==> src/rtl/equiv_sweep_ctrl.sv <==
// Sweep controller for combinational equivalence checks: walks a shared input
// vector through every combination and logs where the DUT and golden outputs disagree.
module equiv_sweep_ctrl #(
    parameter int N_IN   = 3,
    parameter int SETTLE = 1
) (
    input  logic            clk,
    input  logic            rst_n,
    input  logic            start,
    output logic [N_IN-1:0] vec,
    input  logic            dut_m,
    input  logic            ref_m,
    output logic            busy,
    output logic            done,
    output logic            pass,
    output logic [N_IN:0]   err_cnt,
    output logic [N_IN-1:0] fail_vec,
    output logic            fail_valid
);

    typedef enum logic [1:0] {
        S_IDLE,
        S_WAIT,
        S_CHECK,
        S_DONE
    } state_t;

    localparam logic [3:0]      SETTLE_L = 4'(SETTLE);
    localparam logic [N_IN-1:0] VEC_LAST = '1;

    state_t          r_state;
    logic [N_IN-1:0] r_vec;
    logic            r_busy;
    logic            r_done;
    logic            r_pass;
    logic [N_IN:0]   r_err_cnt;
    logic [N_IN-1:0] r_fail_vec;
    logic            r_fail_valid;
    logic [3:0]      r_settle;

    logic            w_mismatch;
    logic [N_IN:0]   w_err_next;

    // The count includes this cycle's mismatch so pass can be decided at the final CHECK edge.
    assign w_mismatch = dut_m ^ ref_m;
    assign w_err_next = r_err_cnt + {{N_IN{1'b0}}, w_mismatch};

    always_ff @(posedge clk or negedge rst_n) begin
        if (!rst_n) begin
            r_state      <= S_IDLE;
            r_vec        <= '0;
            r_busy       <= 1'b0;
            r_done       <= 1'b0;
            r_pass       <= 1'b0;
            r_err_cnt    <= '0;
            r_fail_vec   <= '0;
            r_fail_valid <= 1'b0;
            r_settle     <= 4'd0;
        end else begin
            case (r_state)
                S_IDLE: begin
                    if (start) begin
                        r_vec        <= '0;
                        r_err_cnt    <= '0;
                        r_fail_valid <= 1'b0;
                        r_fail_vec   <= '0;
                        r_pass       <= 1'b0;
                        r_busy       <= 1'b1;
                        r_settle     <= SETTLE_L;
                        r_state      <= (SETTLE_L == 4'd0) ? S_CHECK : S_WAIT;
                    end
                end
                S_WAIT: begin
                    r_settle <= r_settle - 4'd1;
                    if (r_settle == 4'd1) begin
                        r_state <= S_CHECK;
                    end
                end
                S_CHECK: begin
                    r_err_cnt <= w_err_next;
                    if (w_mismatch && !r_fail_valid) begin
                        r_fail_vec   <= r_vec;
                        r_fail_valid <= 1'b1;
                    end
                    if (r_vec == VEC_LAST) begin
                        r_state <= S_DONE;
                        r_busy  <= 1'b0;
                        r_done  <= 1'b1;
                        r_pass  <= (w_err_next == '0);
                    end else begin
                        r_vec    <= r_vec + 1'b1;
                        r_settle <= SETTLE_L;
                        r_state  <= (SETTLE_L == 4'd0) ? S_CHECK : S_WAIT;
                    end
                end
                S_DONE: begin
                    r_done  <= 1'b0;
                    r_state <= S_IDLE;
                end
                default: begin
                    r_state <= S_IDLE;
                end
            endcase
        end
    end

    assign vec        = r_vec;
    assign busy       = r_busy;
    assign done       = r_done;
    assign pass       = r_pass;
    assign err_cnt    = r_err_cnt;
    assign fail_vec   = r_fail_vec;
    assign fail_valid = r_fail_valid;

endmodule

==> config.mk <==
export PLATFORM = sky130hd
export DESIGN_NAME = equiv_sweep_ctrl
export DESIGN_NICKNAME = d
export VERILOG_FILES = /design/src/rtl/equiv_sweep_ctrl.sv
export SDC_FILE = /design/constraint.sdc
export NUM_CORES = 1
export LEC_CHECK = 0
export CAP_MARGIN = 20
export CORE_MARGIN = 10
export CORE_UTILIZATION = 50
export DETAILED_ROUTE_END_ITERATION = 12
export HOLD_SLACK_MARGIN = 0.15
export MAX_ROUTING_LAYER = met4
export PLACE_DENSITY_LB_ADDON = 0.12
export SLEW_MARGIN = 20
export SYNTH_ARGS = -nofsm -noshare
export SYNTH_HDL_FRONTEND = slang
export SYNTH_SLANG_ARGS = --single-unit
==> constraint.sdc <==
create_clock -name clk -period 1.7 [get_ports clk]
set_input_delay 0.34 -clock clk [delete_from_list [all_inputs] [get_ports clk]]
set_output_delay 0.34 -clock clk [all_outputs]
set_load 0.005 [all_outputs]
Yosys cells after proc, flatten, opt, wreduce, memory -nomap -nowiden
Cells that the tools add are included.
{"block": "op_classes", "add_sub_neg": 3, "eq_ne": 10, "n_reduce_logical": 14, "muxes": 24, "bitwise": 1}
{"op": "$mux W4", "count": 3}
{"op": "$pmux W3 S2", "count": 2}
{"op": "$pmux W4 S3", "count": 1}
{"op": "$reduce_and A3 Y1", "count": 4}
{"op": "$ne A2 B2 Y1 const B", "count": 5}
{"op": "$mux W3", "count": 3}
{"op": "$pmux W1 S2", "count": 4}
{"op": "$pmux W2 S4", "count": 1}
{"op": "$pmux W4 S2", "count": 1}
{"op": "$mux W1", "count": 6}
{"op": "$mux W2", "count": 3}
{"op": "$reduce_and A2 Y1", "count": 3}
{"op": "$add A4 B1 Y4", "count": 1}
{"op": "$eq A2 B2 Y1 const B", "count": 2}
{"op": "$eq A4 B1 Y1 const B", "count": 1}
{"op": "$logic_not A4 Y1", "count": 1}
{"op": "$reduce_bool A2 Y1", "count": 2}
{"op": "$sub A4 B1 Y4 const B", "count": 1}
{"op": "$add A3 B1 Y3 const B", "count": 1}
{"op": "$eq A3 B3 Y1 const B", "count": 1}
{"op": "$reduce_bool A3 Y1", "count": 1}
{"op": "$eq A2 B1 Y1 const B", "count": 1}
{"op": "$logic_not A2 Y1", "count": 1}
{"op": "$logic_and A1 B1 Y1", "count": 1}
{"op": "other kinds (2)", "count": 2}
{"block": "word_totals", "input_bits": 5, "output_inout_bits": 14, "wordCells": 61, "ff_bits": 20}

Logic depth before layout (Yosys ltp)
{"block": "logic_depth", "word_depth": 5, "ltp_mapped": 6, "ltp_nobuf": 6}

Worst setup path before layout
Ideal clock, no wire load.
{"block": "synth_path", "path_type": "register to register", "from": "register r_vec[0] (netlist: vec[0])", "to": "register r_settle[2]", "path_stages_with_launch": 7, "setup_slack_ns": 0.163, "path_buffers": 1, "t_arrival_ns": 1.416, "setup_ns": 0.121, "period_less_slack_ns": 1.537, "required_ns": 1.579, "cell_sequence": "dfrtp_1 -> ha_1 -> ha_1 -> buf_2 -> o21ai_1 -> o211ai_1 -> a22o_1"}
{"block": "synth_between", "elab_chain_len": 3}
{"item": "from (decl)", "line": "32", "source": "logic [N_IN-1:0] r_vec;"}
{"item": "from (signal assigned)", "line": "91", "source": "r_vec <= r_vec + 1'b1;"}
{"item": "$eq A3 B3 Y1", "line": "85", "source": "if (r_vec == VEC_LAST) begin"}
{"item": "$ne A2 B2 Y1 (no source line)"}
{"item": "$reduce_and A3 Y1 (no source line)"}
{"item": "to (signal assigned)", "line": "74", "source": "r_settle <= r_settle - 4'd1;"}
{"item": "to (decl)", "line": "39", "source": "logic [3:0] r_settle;"}
No other way between the ends.
A chain may end at the register's enable or synchronous reset.

Worst setup path in the final report
{"block": "layout_path", "from": "register r_vec[2] (netlist: vec[2])", "to": "output port vec[2]"}
{"item": "to (decl)", "line": "10", "source": "output logic [N_IN-1:0] vec,"}
No word-level cell between the ends.

==> run metrics <==
status=completed; DR pass1 iterations=4; CTS tree=yes; sw frac=37.70%; initial antenna violation count=0; Worst Tran Pin Value=539.7 ps; Period minus WS final=1648 ps; Synth Register Bits=20; fin util=68.31%; Starting Density=53.03%; Crit Reg-Reg Startpoint=vec[0]; clk root buf=clkbuf_4; via count=810; CTS Sinks=20; Die Width=65.85 µm; global-route wire length before repair=3601 µm; largest net degree at the start of global routing=21; final hold violation count=0; CP endpoint kind=output port; Final Cycle Share=96.97%; Post-Syn Area=1051 µm²; Final GP Congestion=between 0.7 and 0.8; GRT overflow=0; diode count=0; syn_nets=108; initial DRC count=25; clock skew=0.6829 ps; worst skew pair latency=290 ps; Routed Antenna Nets=0; library cells used by synthesis=29; WL final=2189 µm; Via density=between 5 and 6; chip height=around 66 µm; R2R cell count=5; P_int=0.001045 W; worst hold-check path type=in -> async; Worst Setup Start Kind=register; GRT Total Usage=10.75%; Num CTS Buffers=3; combinational share of power=a little over 40%; Hold Slack=371.2 ps; # rows=16; switching power total=0.0006324 W; post-synthesis sequential area ratio=47.62%; CP arrival=1310 ps; DIE AREA=4336 µm²; Fillers=160; Worst R2R End=pass; final setup fails=0; Max Slew Vio Count=0; relative slew slack=roughly 64%; share of layout cells above drive strength 1=19.67%; Final Non-Filler Cells=149; CTS Hold Buffers Added=0; cell count after placement=145; H-tree depth=1; vias in the first global route=~830; PD cells=1239 nW/µm²; Core Region=between 1500 and 2000 µm²; nets@finish=roughly 140; Final Total Pwr=0.001678 W; R2R Setup Slk=170 ps; required time worst endpoint=about 1400 ps; Remaining DRCs=0; Mean Syn Cell Area=10.84 µm²; Layout area overhead=28.81%; Routed wire per std cell=roughly 15 µm; Worst VDD drop=0.7968 mV; num ports=19; max capacitance violation total=0; Clk pin slew, worst setup/hold paths=110 ps; DP Wirelength=1566 µm; critical setup path kind=reg -> out; worst-path maximum fanout=4; clock network power share=roughly an eighth; Flop pwr share=45.5%; YS warnings=0; Clock Tree Buf Depth=2; P_leak=0.6437 nW; Port-buffer cells=18; Gate Count Post-Synth=97; Achievable Freq=606.6 MHz
-- how the worst max path moves through the flow --
stage	startpoint	to	slack, ps	depth (start not counted)
4_1_cts	ref_m	pass	20	7
5_1_grt	vec[2]	vec[2]	-1	2
3_5_place_dp	dut_m	pass	-340	7
6_report	vec[2]	vec[2]	50	2
3_3_place_gp	dut_m	pass	-270	7
2_1_floorplan	vec[0]	r_settle[2]	160	6
-- cells in the final DEF, fill, tap and decap left out, types with 2 or more instances in the layout --
cell type,n
nor2b_1,2
nor3b_1,2
dfrtp_1,19
o21ai_0,6
ha_1,3
clkdlybuf4s50_1,16
mux2_2,2
buf_4,7
clkbuf_4,3
a22o_1,11
ha_2,3
a21oi_1,3
inv_1,7
xnor2_1,2
o211ai_1,2
mux2i_1,4
nand2_1,9
nor2_1,4
dlymetal6s2s_1,2
-- power by group through the flow --
| stage | clock network (W) | logic, W | registers [W] |
|---|---|---|---|
| global placement | 0 | 0.000652 | 0.000758 |
| global route | 0.000238 | 0.000769 | 0.000793 |
| CTS | 0.000230 | 0.000685 | 0.000756 |
| finish | 0.000222 | 0.000693 | 0.000763 |
| floorplan | 0 | 0.000505 | 0.000697 |
| detailed placement | 0 | 0.000675 | 0.000761 |
-- cells by family after synthesis --
family / synth area share, %
compound gates: 18.81
xor+xnor: 2.500
fa+ha+maj: 7.143
buf+inv: 4.524
flops: 47.62
mux: 5.952
simple gates: 13.45
-- what timing repair did --
action                     in CTS  in global routing
pin swaps                       2                  4
gates resized for setup         2                  8
setup buffers                   0                  1
setup endpoints to repair       1                  6
-- state kept, by name, indices dropped and copies added (netlist names) --
| register | flops |
|---|---|
| r_state | 2 |
| busy | 1 |
| r_settle | 4 |
| err_cnt | 4 |
| vec | 3 |
| fail_valid | 1 |
| fail_vec | 3 |
| done | 1 |
| pass | 1 |
-- area by class of cell --
| cell class | instances | area, µm² | share of cell area, % |
|---|---|---|---|
| Tap cell | 27 | 33.78 | 2.495 |
| Sequential cell | 20 | 501.7 | 37.06 |
| Clock buffer | 3 | 22.52 | 1.664 |
| Multi-Input combinational cell | 67 | 531.8 | 39.28 |
| Inverter | 7 | 26.28 | 1.941 |
| Timing Repair Buffer | 25 | 237.7 | 17.56 |
-- routing by layer --
metal / vias up / track usage [%] / wire (µm)
met5: - / - / 0
met4: 0 / 4.011 / 0
met3: 0 / 2.881 / 133
met2: 21 / 17.51 / 1036
met1: 390 / 12.31 / 1018
li1: 399 / - / -
-- metrics by stage --
stage | setup TNS, ps | area, µm² | setup WS (ps)
5_1_grt | -1.191 | 1354 | -1.191
6_report | 0 | 1354 | 51.51
3_5_place_dp | -912.3 | 1289 | -336.0
3_3_place_gp | -789.9 | 1289 | -266.4
2_1_floorplan | 0 | 1051 | 163.2
4_1_cts | 0 | 1321 | 23.04
-- critical path, stage by stage (launching register included) --
cell and delay, ps:
dfrtp_1 380, buf_4 130, clkdlybuf4s50_1 500
-- synth_stat cells --
library cell	instances	share of area, %
ha_1	6	7.1
nor3_1	1	0.48
o2bb2ai_1	1	0.83
xnor2_1	2	1.7
nor2_1	5	1.8
xor2_1	1	0.83
and2b_2	1	0.83
mux2_2	2	2.1
dfrtp_1	20	48
nand2b_1	1	0.60
buf_2	2	0.95
mux2i_1	4	3.8
nand2_1	9	3.2
o21ai_1	1	0.48
a22o_1	11	9.2
o41ai_1	1	0.83
nand3b_2	1	1.1
nor3b_1	2	1.4
o211ai_1	2	1.4
nor2b_1	2	1.2
or3_1	1	0.60
o21ai_0	6	2.9
a21oi_1	3	1.4
or3b_1	1	0.83
inv_1	7	2.5
nand3_1	1	0.48
nand3_2	1	0.95
buf_6	1	1.1
o21bai_4	1	1.8
No activity file was read; power rests on OpenSTA's default activity.
